==> src/rtl/id_ex_stage_reg.sv <==
// id_ex_stage_reg: ID/EX pipeline register with load-use stall, flush, hold and bubble counter
module id_ex_stage_reg #(
  parameter int DATA_W = 32,
  parameter int CNT_W  = 16
) (
  input  logic              CLK,
  input  logic              RESET,
  input  logic              HOLD,
  input  logic              FLUSH,
  input  logic              IN_VALID,
  input  logic [2:0]        MEM_READ_IN,
  input  logic [2:0]        MEM_WRITE_IN,
  input  logic [1:0]        MEM_TO_REG_IN,
  input  logic [1:0]        ALU_SOURCE_IN,
  input  logic [4:0]        ALU_OP_IN,
  input  logic              REG_WRITE_IN,
  input  logic              BRANCH_IN,
  input  logic              PC_SEL_IN,
  input  logic [DATA_W-1:0] PC_IN,
  input  logic [DATA_W-1:0] RS1_DATA_IN,
  input  logic [DATA_W-1:0] RS2_DATA_IN,
  input  logic [DATA_W-1:0] IMM_IN,
  input  logic [4:0]        RD_IN,
  input  logic [4:0]        RS1_IN,
  input  logic [4:0]        RS2_IN,
  output logic [2:0]        MEM_READ_OUT,
  output logic [2:0]        MEM_WRITE_OUT,
  output logic [1:0]        MEM_TO_REG_OUT,
  output logic [1:0]        ALU_SOURCE_OUT,
  output logic [4:0]        ALU_OP_OUT,
  output logic              REG_WRITE_OUT,
  output logic              BRANCH_OUT,
  output logic              PC_SEL_OUT,
  output logic [DATA_W-1:0] PC_OUT,
  output logic [DATA_W-1:0] RS1_DATA_OUT,
  output logic [DATA_W-1:0] RS2_DATA_OUT,
  output logic [DATA_W-1:0] IMM_OUT,
  output logic [4:0]        RD_OUT,
  output logic [4:0]        RS1_OUT,
  output logic [4:0]        RS2_OUT,
  output logic              VALID_OUT,
  output logic              STALL_UP,
  output logic [CNT_W-1:0]  BUBBLE_CNT
);
  localparam int CW = 18;
  localparam int DW = 4 * DATA_W + 15;
  logic [CW-1:0]    r_ctl;
  logic [DW-1:0]    r_dat;
  logic             r_valid;
  logic [CNT_W-1:0] r_cnt;
  logic [CW-1:0]    w_ctl_in;
  logic [DW-1:0]    w_dat_in;
  logic             w_rs2_used;
  logic             w_hazard;
  assign w_ctl_in = {MEM_READ_IN, MEM_WRITE_IN, MEM_TO_REG_IN, ALU_SOURCE_IN,
                     ALU_OP_IN, REG_WRITE_IN, BRANCH_IN, PC_SEL_IN};
  assign w_dat_in = {PC_IN, RS1_DATA_IN, RS2_DATA_IN, IMM_IN, RD_IN, RS1_IN, RS2_IN};
  assign {MEM_READ_OUT, MEM_WRITE_OUT, MEM_TO_REG_OUT, ALU_SOURCE_OUT,
          ALU_OP_OUT, REG_WRITE_OUT, BRANCH_OUT, PC_SEL_OUT} = r_ctl;
  assign {PC_OUT, RS1_DATA_OUT, RS2_DATA_OUT, IMM_OUT, RD_OUT, RS1_OUT, RS2_OUT} = r_dat;
  assign VALID_OUT  = r_valid;
  assign BUBBLE_CNT = r_cnt;
  // rs2 only matters when the ALU reads it or a store sends it to memory
  assign w_rs2_used = (ALU_SOURCE_IN == 2'b00) | (MEM_WRITE_IN != 3'd0);
  assign w_hazard   = VALID_OUT & (MEM_READ_OUT != 3'd0) & REG_WRITE_OUT & (RD_OUT != 5'd0) &
                      IN_VALID & ((RS1_IN == RD_OUT) | ((RS2_IN == RD_OUT) & w_rs2_used));
  assign STALL_UP   = HOLD | (w_hazard & ~FLUSH);
  always_ff @(posedge CLK) begin
    if (RESET) begin
      r_ctl   <= '0;
      r_dat   <= '0;
      r_valid <= 1'b0;
      r_cnt   <= '0;
    end else if (!HOLD) begin
      if (FLUSH | w_hazard) begin
        r_ctl   <= '0;
        r_dat   <= '0;
        r_valid <= 1'b0;
      end else begin
        r_ctl   <= IN_VALID ? w_ctl_in : '0;
        r_dat   <= w_dat_in;
        r_valid <= IN_VALID;
      end
      if (!FLUSH && w_hazard && !(&r_cnt)) r_cnt <= r_cnt + CNT_W'(1);
    end
  end
endmodule

==> config.mk <==
export PLATFORM = sky130hd
export DESIGN_NAME = id_ex_stage_reg
export DESIGN_NICKNAME = d
export VERILOG_FILES = /design/src/rtl/id_ex_stage_reg.sv
export SDC_FILE = /design/constraint.sdc
export NUM_CORES = 1
export LEC_CHECK = 0
export ABC_CLOCK_PERIOD_IN_PS = 2300
export CAP_MARGIN = 10
export CORE_AREA = 2 2 136 138
export CTS_BUF_LIST = sky130_fd_sc_hd__clkbuf_8
export CTS_CLUSTER_SIZE = 12
export DETAILED_ROUTE_END_ITERATION = 10
export DIE_AREA = 0 0 138 140
export GPL_TIMING_DRIVEN = 0
export HOLD_SLACK_MARGIN = 0.06
export MAX_ROUTING_LAYER = met4
export PLACE_DENSITY = 0.81
export SKIP_LAST_GASP = 1
export SLEW_MARGIN = 10
export SYNTH_ARGS = -nofsm -noshare
export SYNTH_HDL_FRONTEND = slang
export SYNTH_SLANG_ARGS = --single-unit
==> constraint.sdc <==
create_clock -name CLK -period 2.3 [get_ports CLK]
set_input_delay 0.46 -clock CLK [delete_from_list [all_inputs] [get_ports CLK]]
set_output_delay 0.46 -clock CLK [all_outputs]
set_load 0.1 [all_outputs]
---- Word level (Yosys, flattened, before mapping) ----
Index checks and enable logic that the tools add are counted.
storage, ports and cells
  bits in read-only memories .............. 0
  register bits ........................... 178
  memories kept ........................... 0
  output and inout bits ................... 179
  word-level logic and storage cells ...... 34
  bits in latches ......................... 0
  bits in writable memories ............... 0
  bits of input ports ..................... 166
cells by class
  reduce and logical (&&, ||, !) cells .... 10
  add/sub/neg operators ................... 1
  $lt $le $gt $ge ......................... 0
  $mul .................................... 0
  muxes and demuxes ....................... 4
  div/mod/pow operators ................... 0
  shift-type cells ........................ 0
  bitwise logic cells ..................... 13
  equal/unequal tests ..................... 2
operators with widths
  cell                                                             number
  143-bit 2-to-1 mux                                               1
  18-bit 2-to-1 mux                                                2
  16-bit by 1-bit adder with 16-bit output, second input constant  1
  16-bit AND reduction                                             1
  5-bit == test                                                    2
  1-bit AND                                                        7
  3-bit nonzero test                                               2
  5-bit nonzero test                                               1
  1-bit bitwise OR                                                 4
  1-bit logical AND                                                2
  1-bit zero test                                                  2
  2-bit zero test                                                  1
  1-bit inverter                                                   2
  2-bit AND reduction                                              1
  1-bit 2-to-1 mux                                                 1

---- Depth between registers and ports, before layout ----
Gate-level depths: netlist of run 1.
  word-level depth ........................ 9
  gate-level depth with buffers ........... 8
  mapped depth without buffers ............ 6

---- Worst setup path after synthesis of run 1 ----
OpenSTA, ideal clock, no wires.
  kind .................................... register to output
  from .................................... reg r_dat[13]
  to ...................................... out STALL_UP
  path slack .............................. -1.511 ns
  data arrival time ....................... 3.351 ns
  path buffers ............................ 0
  required time ........................... 1.840 ns
  cell stages (with the launch flop) ...... 6
  cells stage by stage .................... dfxtp_1 -> xor2_1 -> a211oi_2 -> a22oi_4 -> or2_2 -> o21bai_1
between the ends
  word-level cells in the longest chain between the ends .. 6
  elaborated cells on any way between the ends .. 10
  classes of those cells .................. eq/ne: 2; bitwise: 7; reduce/logical: 1
RTL lines
  what                                                        line    text
  start: declaration                                          48      logic [DW-1:0] r_dat;
  start signal: assignment                                    81      r_dat <= w_dat_in;
  5-bit == test / 5-bit nonzero test (equally long branches)  66, 65
  1-bit AND (on tied branches)                                66, 65
  1-bit bitwise OR / 1-bit AND (equally long branches)        66, 65
  1-bit AND (*)                                               66      IN_VALID & ((RS1_IN == RD_OUT) | ((RS2_IN == RD_OUT) & w_rs2_used));
  1-bit AND (*)                                               67      assign STALL_UP = HOLD | (w_hazard & ~FLUSH);
  1-bit bitwise OR (*)                                        67
  end: declaration                                            42      output logic STALL_UP,
Mark *: on every way between the ends. The rest lies on a longest branch, timed or not.

---- Final worst setup path of run 1 ----
  from .................................... in RS2_IN[1]
  to ...................................... out STALL_UP
between the ends
  word-level cells in the longest chain between the ends .. 6
RTL lines
  what                line  text
  start: declaration  25    input logic [4:0] RS2_IN,
  5-bit == test       66
  1-bit AND           66
  1-bit bitwise OR    66
  1-bit AND           66
  1-bit AND           67
  1-bit bitwise OR    67
No other way between the ends.

==> flow_summary_export.csv, run 1 <==
group,metric,value,unit
power_and_ir_drop,power.static_leakage,4.76,nW
timing,rsz0062_at_grt,"yes",
power_and_ir_drop,power.share.sequential,0.460,
synth,synth.net_count,668,
synth,yosys-top-cells-count,"sky130_fd_sc_hd__dfxtp_1 (178), sky130_fd_sc_hd__a22o_1 (144), sky130_fd_sc_hd__clkbuf_1 (24)",
critical_path,cp_data_required_time,1840,ps
floorplanning,num_io_pins,345,
power_and_ir_drop,pwr-share-comb,0.215,
placed_design,post_dp_hpwl,15200,um
critical_path,critical_path_fanouts_max,2,
timing,max_freq,409,MHz
power_and_ir_drop,peakVddDrop,0.368,mV
finish,insertedDiodeCount,0,
synth,number_of_enable_type_register_cells_in_the_synthesized_netlist,0,
detailed_routing,drt-pass1-iter-count,4,
hold_path,hold_start,"RS2_IN[4]",
critical_path,r2r.worst_path.cells,7,
synth,ys_seq_elements,178,
synth,ys_dominant_reg_cell,"sky130_fd_sc_hd__dfxtp_1",
finish,layoutNonFillerInstCount,1112,
timing,final_min_period_over_clock_period,1.06,
critical_path,worstReg2RegEnd,"BUBBLE_CNT[9]$_SDFFE_PP0P_",
global_routing,total_routing_usage_reported_by_global_routing,0.210,
power_and_ir_drop,power_density,692,nW/um^2
detailed_routing,drc,0,
cts,cts.reportedPaths.clkPinSlew,100,ps
synth,synth_most_common_cell,"sky130_fd_sc_hd__dfxtp_1",
synth,synth.distinct_cells,35,
synth,synth_seq_area_share,0.589,
global_routing,grt_max_degree,18,
timing,finalCriticalPeriod,2440,ps
critical_path,end_kind,"output pin",
critical_path,worst-endpoint-arrival,1980,ps
timing,worst_clock_skew,11.0,ps
floorplanning,std_cell_rows,49,
run_status,violations_in_the_final_reports,"setup timing",
global_routing,vias_in_the_first_global_route,5691,
power_and_ir_drop,cell_internal_pwr,4.69,mW
detailed_routing,drt_first_iter_violations,214,
synth,synth_area_leaders,"sky130_fd_sc_hd__dfxtp_1 (59%), sky130_fd_sc_hd__a22o_1 (21%), sky130_fd_sc_hd__a32o_1 (3.0%)",
cts,root_buffer,"sky130_fd_sc_hd__clkbuf_8",
timing,final-hold-violation-count,0,
run_status,outcome,"finished, violations left",
timing,timing_worst_slew_pin_value,1040,ps
placed_design,post_dp_cell_area,9840,um^2
global_routing,grt_first_pass_wirelength,31400,um
cts,tritoncts_clock_tree,"yes",
flow_run,cap_violations,0,
finish,storage_cell_area,3620,um^2
hold_path,min_path_cells,2,
global_routing,grt_overflow,0,
synth,yosys.area.top_type,"sky130_fd_sc_hd__dfxtp_1",
power_and_ir_drop,total_power,7.04,mW
placed_design,gpl.final_weighted_congestion,0.883,
synth,synth_cells,501,
critical_path,r2r_slack,150,ps
synth,ys_async_sr_fraction,0,
finish,num-fill-cells,1545,
finish,final_layout_size_suffix_gt1_frac,0.130,
synth,post_synth_instance_area,6050,um^2
power_and_ir_drop,swShare,0.335,
placed_design,number_of_buffers_added_on_ports,343,
detailed_routing,drtAntennaViolNets,0,
detailed_routing,vias_per_cell,5.08,
detailed_routing,vias,5649,
hold_path,type_of_the_worst_min_delay_path,"in -> reg",
finish,multi_input_area,2290,um^2
timing,timing_max_transition_violations_final,0,
power_and_ir_drop,proportion_of_power_drawn_by_the_clock_network,0.325,
critical_path,setup.worst_path.class,"in -> out",
timing,finalSetupViolations,1,
cts,clockBufferDepth,2,
finish,layout.cell_area.non_filler,10200,um^2
cts,insertion_delay,460,ps
synth,synth.yosys.warnings,0,
synth,post-synth-top-area-fraction,0.589,
placed_design,post-place-cells,1073,
timing,worst_slack,-142,ps
critical_path,regToRegStartpoint,"r_dat[10]$_SDFFE_PP0N_",
critical_path,start_kind,"primary input",
timing,slew_headroom,0.308,
detailed_routing,routed_wire_length,20400,um
detailed_routing,wl_per_cell,18.4,um
finish,postLayoutCoreUtil,0.572,
critical_path,critPathLaunch,"RS2_IN[1]",
cts,clock_buffer_count_from_cts,17,
global_routing,antenna_found_initial,0,
floorplanning,core-area,17800,um^2
floorplanning,die-width,138,um
synth,avgSynthCellArea,12.1,um^2
finish,area_growth_syn_to_layout,68.1,%
floorplanning,chipHeight,140,um
timing,timing.setup.tns,-142,ps
finish,design.final.nets,1037,
floorplanning,initial_utilization,0.340,
timing,worst_hold_slack,316,ps
hold_path,worstHoldEndpoint,"r_dat[4]$_SDFFE_PP0N_",
placed_design,dp_slack,-1520,ps
floorplanning,die_area,19300,um^2
power_and_ir_drop,switchingPower,2.36,mW
cts,htreeDepth,4,
cts,cts.sinks,178,
==> what timing repair did <==
item / 4_1_cts / 5_1_grt
pin swaps: 6 / 10
cloned: 0 / 1
setup endpoints to repair: 259 / 102
resized for setup: 203 / 17
hold buffers: 0 / 0
buffers inserted: 5 / 2
hold endpoints to repair: 0 / 0
==> cells by family (layout without fill, tap and decap cells) <==
logic type / count (synthesis) / in the layout / synth area share
buffers and inverters: 45 / 427 / 0.0412
XOR/XNOR: 10 / 10 / 0.0145
multiplexers: 12 / 12 / 0.0221
adder cells (fa/ha/maj): 1 / 1 / 0.00207
AND/OR/NAND/NOR: 81 / 81 / 0.0751
flip-flops: 178 / 178 / 0.589
AO/OA/AOI/OAI: 174 / 174 / 0.256
==> state kept, by name, indices dropped and copies added (netlist names) <==
| signal | cells |
|---|---|
| r_dat | 143 |
| r_ctl | 18 |
| VALID_OUT | 1 |
| BUBBLE_CNT | 16 |
==> worst max path at each step <==
stage | slack, ps | cells after the start | endpoint
6_report | -140 | 7 | STALL_UP
5_1_grt | -210 | 6 | STALL_UP
4_1_cts | -250 | 8 | STALL_UP
3_5_place_dp | -1520 | 8 | STALL_UP
3_3_place_gp | -1470 | 8 | STALL_UP
2_1_floorplan | -30 | 6 | STALL_UP
==> routing by layer <==
layer / GRT usage / wire, um / vias up
met2: 0.344 / 9940 / 270
li1: - / - / 2667
met3: 0.0639 / 1480 / 37
met1: 0.249 / 8550 / 2675
met4: 0.0666 / 441 / 0
met5: - / 0 / -
==> area by class of cell <==
class / count / share of cell area
Clock buffer: 18 / 0.0244
Multi-Input combinational cell: 278 / 0.225
Buffer: 43 / 0.0269
Tap cell: 229 / 0.0282
Clock inverter: 14 / 0.0166
Inverter: 2 / 0.000738
Sequential cell: 178 / 0.356
Timing Repair Buffer: 350 / 0.322
==> power by group through the flow <==
stage | clock, mW | combinational [mW] | sequential (mW)
3_3_place_gp | 0 | 1.56 | 3.31
3_5_place_dp | 0 | 1.58 | 3.31
5_1_grt | 2.46 | 1.57 | 3.25
6_report | 2.29 | 1.51 | 3.24
4_1_cts | 2.34 | 1.52 | 3.24
2_1_floorplan | 0 | 0.229 | 4.08
==> cells in the final DEF (no fill, tap or decap), types with 12 or more instances in the layout <==
cell,count
sky130_fd_sc_hd__nor2_1,14
sky130_fd_sc_hd__a22o_1,144
sky130_fd_sc_hd__clkbuf_1,21
sky130_fd_sc_hd__clkbuf_8,18
sky130_fd_sc_hd__dfxtp_1,153
sky130_fd_sc_hd__dfxtp_2,15
sky130_fd_sc_hd__nor2b_1,12
sky130_fd_sc_hd__dlygate4sd2_1,180
sky130_fd_sc_hd__a32o_1,18
sky130_fd_sc_hd__clkdlybuf4s50_1,155
==> worst max-delay path: stages <==
cell and delay, ps:
sky130_fd_sc_hd__clkdlybuf4s50_1 430, sky130_fd_sc_hd__xor2_1 160, sky130_fd_sc_hd__nor3_2 230, sky130_fd_sc_hd__a22oi_4 120
sky130_fd_sc_hd__or2_4 260, sky130_fd_sc_hd__o21bai_4 130, sky130_fd_sc_hd__buf_12 180
Note: power is estimated with default switching activity, not from simulation.
==> run 2: changes to the inputs <==
Settings changed: SETUP_SLACK_MARGIN from default to 0.1.
==> flow_summary_export.csv, run 2 (synthesized netlist as in run 1, its figures left out) <==
group,metric,value,unit
timing,finalSetupViolations,2,
critical_path,end_kind,"output pin",
timing,rsz0062_at_grt,"yes",
power_and_ir_drop,power_density,664,nW/um^2
timing,final_min_period_over_clock_period,1.08,
floorplanning,num_io_pins,345,
cts,tritoncts_clock_tree,"yes",
finish,insertedDiodeCount,0,
power_and_ir_drop,peakVddDrop,0.372,mV
critical_path,setup.worst_path.class,"in -> out",
timing,finalCriticalPeriod,2480,ps
global_routing,grt_max_degree,17,
timing,final-hold-violation-count,0,
critical_path,r2r_slack,20,ps
detailed_routing,drt_first_iter_violations,215,
timing,worst_slack,-183,ps
floorplanning,initial_utilization,0.340,
cts,htreeDepth,4,
global_routing,antenna_found_initial,0,
critical_path,regToRegStartpoint,"r_dat[10]$_SDFFE_PP0N_",
run_status,outcome,"finished, violations left",
critical_path,critical_path_fanouts_max,2,
run_status,violations_in_the_final_reports,"setup timing",
hold_path,hold_start,"RS1_IN[3]",
finish,layout_commonest_cell,"sky130_fd_sc_hd__dlygate4sd2_1",
floorplanning,chipHeight,140,um
cts,clock_buffer_count_from_cts,17,
timing,worst_clock_skew,12.7,ps
flow_run,cap_violations,0,
floorplanning,die_area,19300,um^2
timing,timing.setup.tns,-185,ps
detailed_routing,wl_per_cell,18.7,um
timing,timing_worst_slew_pin_value,1020,ps
floorplanning,std_cell_rows,49,
finish,layoutNonFillerInstCount,1124,
detailed_routing,drtAntennaViolNets,0,
detailed_routing,drc,0,
cts,insertion_delay,450,ps
placed_design,post-place-cells,1073,
critical_path,cp_data_required_time,1840,ps
finish,largest_reg_flops,143,
cts,cts.hold.buffers_added,0,
timing,max_freq,403,MHz
critical_path,worst-endpoint-arrival,2020,ps
finish,area_growth_syn_to_layout,74.0,%
finish,final_layout_size_suffix_gt1_frac,0.154,
timing,slew_headroom,0.319,
placed_design,post_dp_hpwl,14800,um
finish,design.final.nets,1049,
placed_design,gpl.final_weighted_congestion,0.843,
placed_design,number_of_buffers_added_on_ports,343,
cts,clockBufferDepth,2,
cts,cts.sinks,178,
detailed_routing,vias_per_cell,5.05,
hold_path,min_path_cells,2,
detailed_routing,routed_wire_length,21000,um
global_routing,vias_in_the_first_global_route,5555,
timing,timing_max_transition_violations_final,0,
global_routing,total_routing_usage_reported_by_global_routing,0.205,
placed_design,post_dp_cell_area,9840,um^2
finish,most-common-layout-cells,"sky130_fd_sc_hd__dlygate4sd2_1 (154), sky130_fd_sc_hd__clkdlybuf4s50_1 (153), sky130_fd_sc_hd__dfxtp_1 (152)",
critical_path,critPathLaunch,"IN_VALID",
detailed_routing,drt-pass1-iter-count,4,
hold_path,type_of_the_worst_min_delay_path,"in -> reg",
finish,layout.cell_area.non_filler,10500,um^2
critical_path,r2r.worst_path.cells,10,
power_and_ir_drop,power.static_leakage,4.77,nW
cts,cts.reportedPaths.clkPinSlew,90,ps
global_routing,grt_first_pass_wirelength,30600,um
cts,root_buffer,"sky130_fd_sc_hd__clkbuf_8",
finish,register_bank_with_the_most_flops,"r_dat",
critical_path,start_kind,"primary input",
finish,postLayoutCoreUtil,0.592,
floorplanning,core-area,17800,um^2
detailed_routing,vias,5681,
floorplanning,die-width,138,um
global_routing,grt_overflow,0,
[run 2: per-stage QoR]
| step | worst slack (ps) | power (mW) | hold slack [ps] |
|---|---|---|---|
| after global placement | -1370 | 4.87 | 448 |
| after detailed placement | -1330 | 4.88 | 453 |
| after global routing | -208 | 7.23 | 273 |
| final | -183 | 6.99 | 305 |
| after floorplan | -25.1 | 4.30 | 592 |
| after CTS | -184 | 6.98 | 348 |
[run 2: worst max-delay path, cell delays in order]
cell	delay (ps)
sky130_fd_sc_hd__clkdlybuf4s50_1	470
sky130_fd_sc_hd__nand3_1	90
sky130_fd_sc_hd__nor2_2	180
sky130_fd_sc_hd__nand2_2	90
sky130_fd_sc_hd__clkbuf_8	140
sky130_fd_sc_hd__or2_4	260
sky130_fd_sc_hd__o21bai_4	140
sky130_fd_sc_hd__buf_12	190
[run 2: per-layer routing]
layer	part of all wire	global-route usage	wire, um
met5	0	-	0
met2	0.49	0.343	10300
met4	0.031	0.0822	661
met1	0.42	0.240	8840
met3	0.057	0.0458	1200
[run 2: layout make-up]
type                    count  area [um^2]
plain buffers              43          327
clock inverters            13          134
flip-flops and latches    178         3620
inverters                   2         7.51
clock buffers              19          262
multi-input cells         278         2340
repair buffers            362         3550
well taps                 229          287
fillers                  1509         7250
[run 2: worst paths after layout]
path / to
min: r_dat[8]$_SDFFE_PP0N_
max: STALL_UP
max reg2reg: r_dat[107]$_SDFFE_PP0N_
min reg2reg: r_ctl[10]$_SDFFE_PP0N_
[run 2: what timing repair did]
action                     CTS  global route
buffers inserted             6             2
pin swaps                   10            24
cloned                       0            11
gates resized for setup    216            65
setup endpoints to repair  341           122
[run 2: power by group]
part | switching [mW] | internal (mW) | total, mW
combinational | 1.06 | 0.503 | 1.56
sequential | 0.0586 | 3.18 | 3.24
clock | 1.17 | 1.03 | 2.19
total | 2.28 | 4.71 | 6.99
==> run 3: changes to the inputs <==
--- a/config.mk
+++ b/config.mk
@@ -16,3 +16,2 @@
 export HOLD_SLACK_MARGIN = 0.06
-export MAX_ROUTING_LAYER = met4
 export PLACE_DENSITY = 0.81
--- a/constraint.sdc
+++ b/constraint.sdc
@@ -3,2 +3,2 @@
 set_output_delay 0.46 -clock CLK [all_outputs]
-set_load 0.1 [all_outputs]
+set_load 0.005 [all_outputs]
==> flow_summary_export.csv, run 3 (synthesized netlist as in run 1, its figures left out) <==
group,metric,value,unit
global_routing,vias_in_the_first_global_route,5657,
detailed_routing,wl_per_cell,19.0,um
critical_path,slowest_delay,490,ps
timing,slew_headroom,0.519,
cts,root_buffer,"sky130_fd_sc_hd__clkbuf_8",
critical_path,critical_path_fanouts_max,2,
critical_path,timing.critical_path.cells,"clkdlybuf4s50_1 > nand3_2 > nor2_4 > nand2_2 > clkbuf_8 > or2_4 > o21bai_1 > buf_2",
timing,timing_max_transition_violations_final,0,
floorplanning,core-area,17800,um^2
finish,layout_commonest_cell,"sky130_fd_sc_hd__clkdlybuf4s50_1",
cts,cts.hold.buffers_added,0,
run_status,violations_in_the_final_reports,"setup timing",
critical_path,r2r_slack,110,ps
detailed_routing,drc,0,
detailed_routing,vias_per_cell,5.06,
cts,cts.reportedPaths.clkPinSlew,90,ps
global_routing,antenna_found_initial,1,
finish,register_bank_with_the_most_flops,"r_dat",
power_and_ir_drop,total_power,6.22,mW
floorplanning,die-width,138,um
detailed_routing,vias,5624,
cts,tritoncts_clock_tree,"yes",
global_routing,grt_max_degree,17,
global_routing,grt_overflow,0,
detailed_routing,drt_first_iter_violations,255,
critical_path,cp_data_required_time,1840,ps
hold_path,type_of_the_worst_min_delay_path,"in -> reg",
global_routing,total_routing_usage_reported_by_global_routing,0.207,
timing,max_freq,428,MHz
timing,rsz0062_at_grt,"yes",
finish,final_layout_size_suffix_gt1_frac,0.116,
cts,clock_buffer_count_from_cts,17,
finish,design.final.nets,1037,
floorplanning,num_io_pins,345,
timing,final_min_period_over_clock_period,1.02,
cts,htreeDepth,4,
timing,worst_slack,-35.6,ps
power_and_ir_drop,power.static_leakage,3.93,nW
timing,worst_clock_skew,13.4,ps
floorplanning,std_cell_rows,49,
timing,final-hold-violation-count,0,
critical_path,end_kind,"output pin",
placed_design,gpl.final_weighted_congestion,0.838,
floorplanning,die_area,19300,um^2
power_and_ir_drop,peakVddDrop,0.451,mV
flow_run,cap_violations,0,
floorplanning,initial_utilization,0.340,
detailed_routing,routed_wire_length,21100,um
critical_path,start_kind,"primary input",
placed_design,post_dp_hpwl,15600,um
cts,clockBufferDepth,2,
cts,insertion_delay,450,ps
detailed_routing,drtAntennaViolNets,0,
finish,area_growth_syn_to_layout,70.9,%
finish,most-common-layout-cells,"sky130_fd_sc_hd__clkdlybuf4s50_1 (333), sky130_fd_sc_hd__dfxtp_1 (173), sky130_fd_sc_hd__a22o_1 (144)",
critical_path,setup.worst_path.class,"in -> out",
finish,insertedDiodeCount,0,
floorplanning,chipHeight,140,um
placed_design,dp_slack,-824,ps
timing,finalCriticalPeriod,2340,ps
timing,finalSetupViolations,1,
run_status,outcome,"finished, violations left",
finish,largest_reg_flops,143,
critical_path,worst-endpoint-arrival,1880,ps
placed_design,number_of_buffers_added_on_ports,343,
timing,timing_worst_slew_pin_value,721,ps
cts,cts.sinks,178,
detailed_routing,drt-pass1-iter-count,5,
critical_path,critical-path-slowest-cell,"sky130_fd_sc_hd__clkdlybuf4s50_1",
power_and_ir_drop,power_density,602,nW/um^2
global_routing,grt_first_pass_wirelength,31500,um
## run 3: power breakdown
part	leakage (nW)	internal, mW	switching (mW)	total (mW)
Combinational	2.27	0.538	0.279	0.817
Clock	0.202	0.979	1.18	2.16
Sequential	1.45	3.19	0.0627	3.25
Total	3.93	4.70	1.52	6.22
## run 3: critical path: cells and delay by family
| family | cells | cell delay [ps] |
|---|---|---|
| AOI/OAI and AO/OA | 1 | 110 |
| buffers and inverters | 3 | 760 |
| and+or+nand+nor | 4 | 550 |
## run 3: final cells by class
class	instances	area (um^2)
buffer	43	277
sequential	178	3570
clock buffer	17	234
fill	1502	7440
multi-input combinational	278	2330
timing repair buffer	350	3470
inverter	2	7.51
clock inverter	15	156
tap	229	287
## run 3: stage by stage
stage	hold WS [ps]	std cells	util	setup TNS (ps)	instance area, um^2
2_1_floorplan	466	501	-	0	6050
3_3_place_gp	447	1073	0.550	-83540	9770
3_5_place_dp	454	1073	0.550	-84960	9770
4_1_cts	369	1110	0.576	-89.6	10200
5_1_grt	304	1112	0.582	-108	10300
6_report	306	1112	0.582	-35.6	10300
## run 3: final timing paths
path	startpoint	end	cells past startpoint
setup reg to reg	r_dat[12]$_SDFFE_PP0N_	r_dat[46]$_SDFFE_PP0N_	9
hold / removal	RS2_IN[2]	r_dat[2]$_SDFFE_PP0N_	2
setup / recovery	IN_VALID	STALL_UP	8
hold reg to reg	r_ctl[5]$_SDFFE_PP0N_	r_ctl[5]$_SDFFE_PP0N_	1
## run 3: repair_timing
item | 4_1_cts | 5_1_grt
cloned | 0 | 1
buffers inserted | 5 | 2
pin swaps | 9 | 8
resized for setup | 29 | 24
setup endpoints to repair | 162 | 85
## run 3: per-layer routing
| metal | up-vias | routed length, um | GRT usage |
|---|---|---|---|
| li1 | 2664 | - | - |
| met1 | 2667 | 8380 | 0.235 |
| met2 | 252 | 10500 | 0.357 |
| met3 | 39 | 1570 | 0.0708 |
| met4 | 2 | 665 | 0.0865 |
| met5 | - | 13 | 0 |
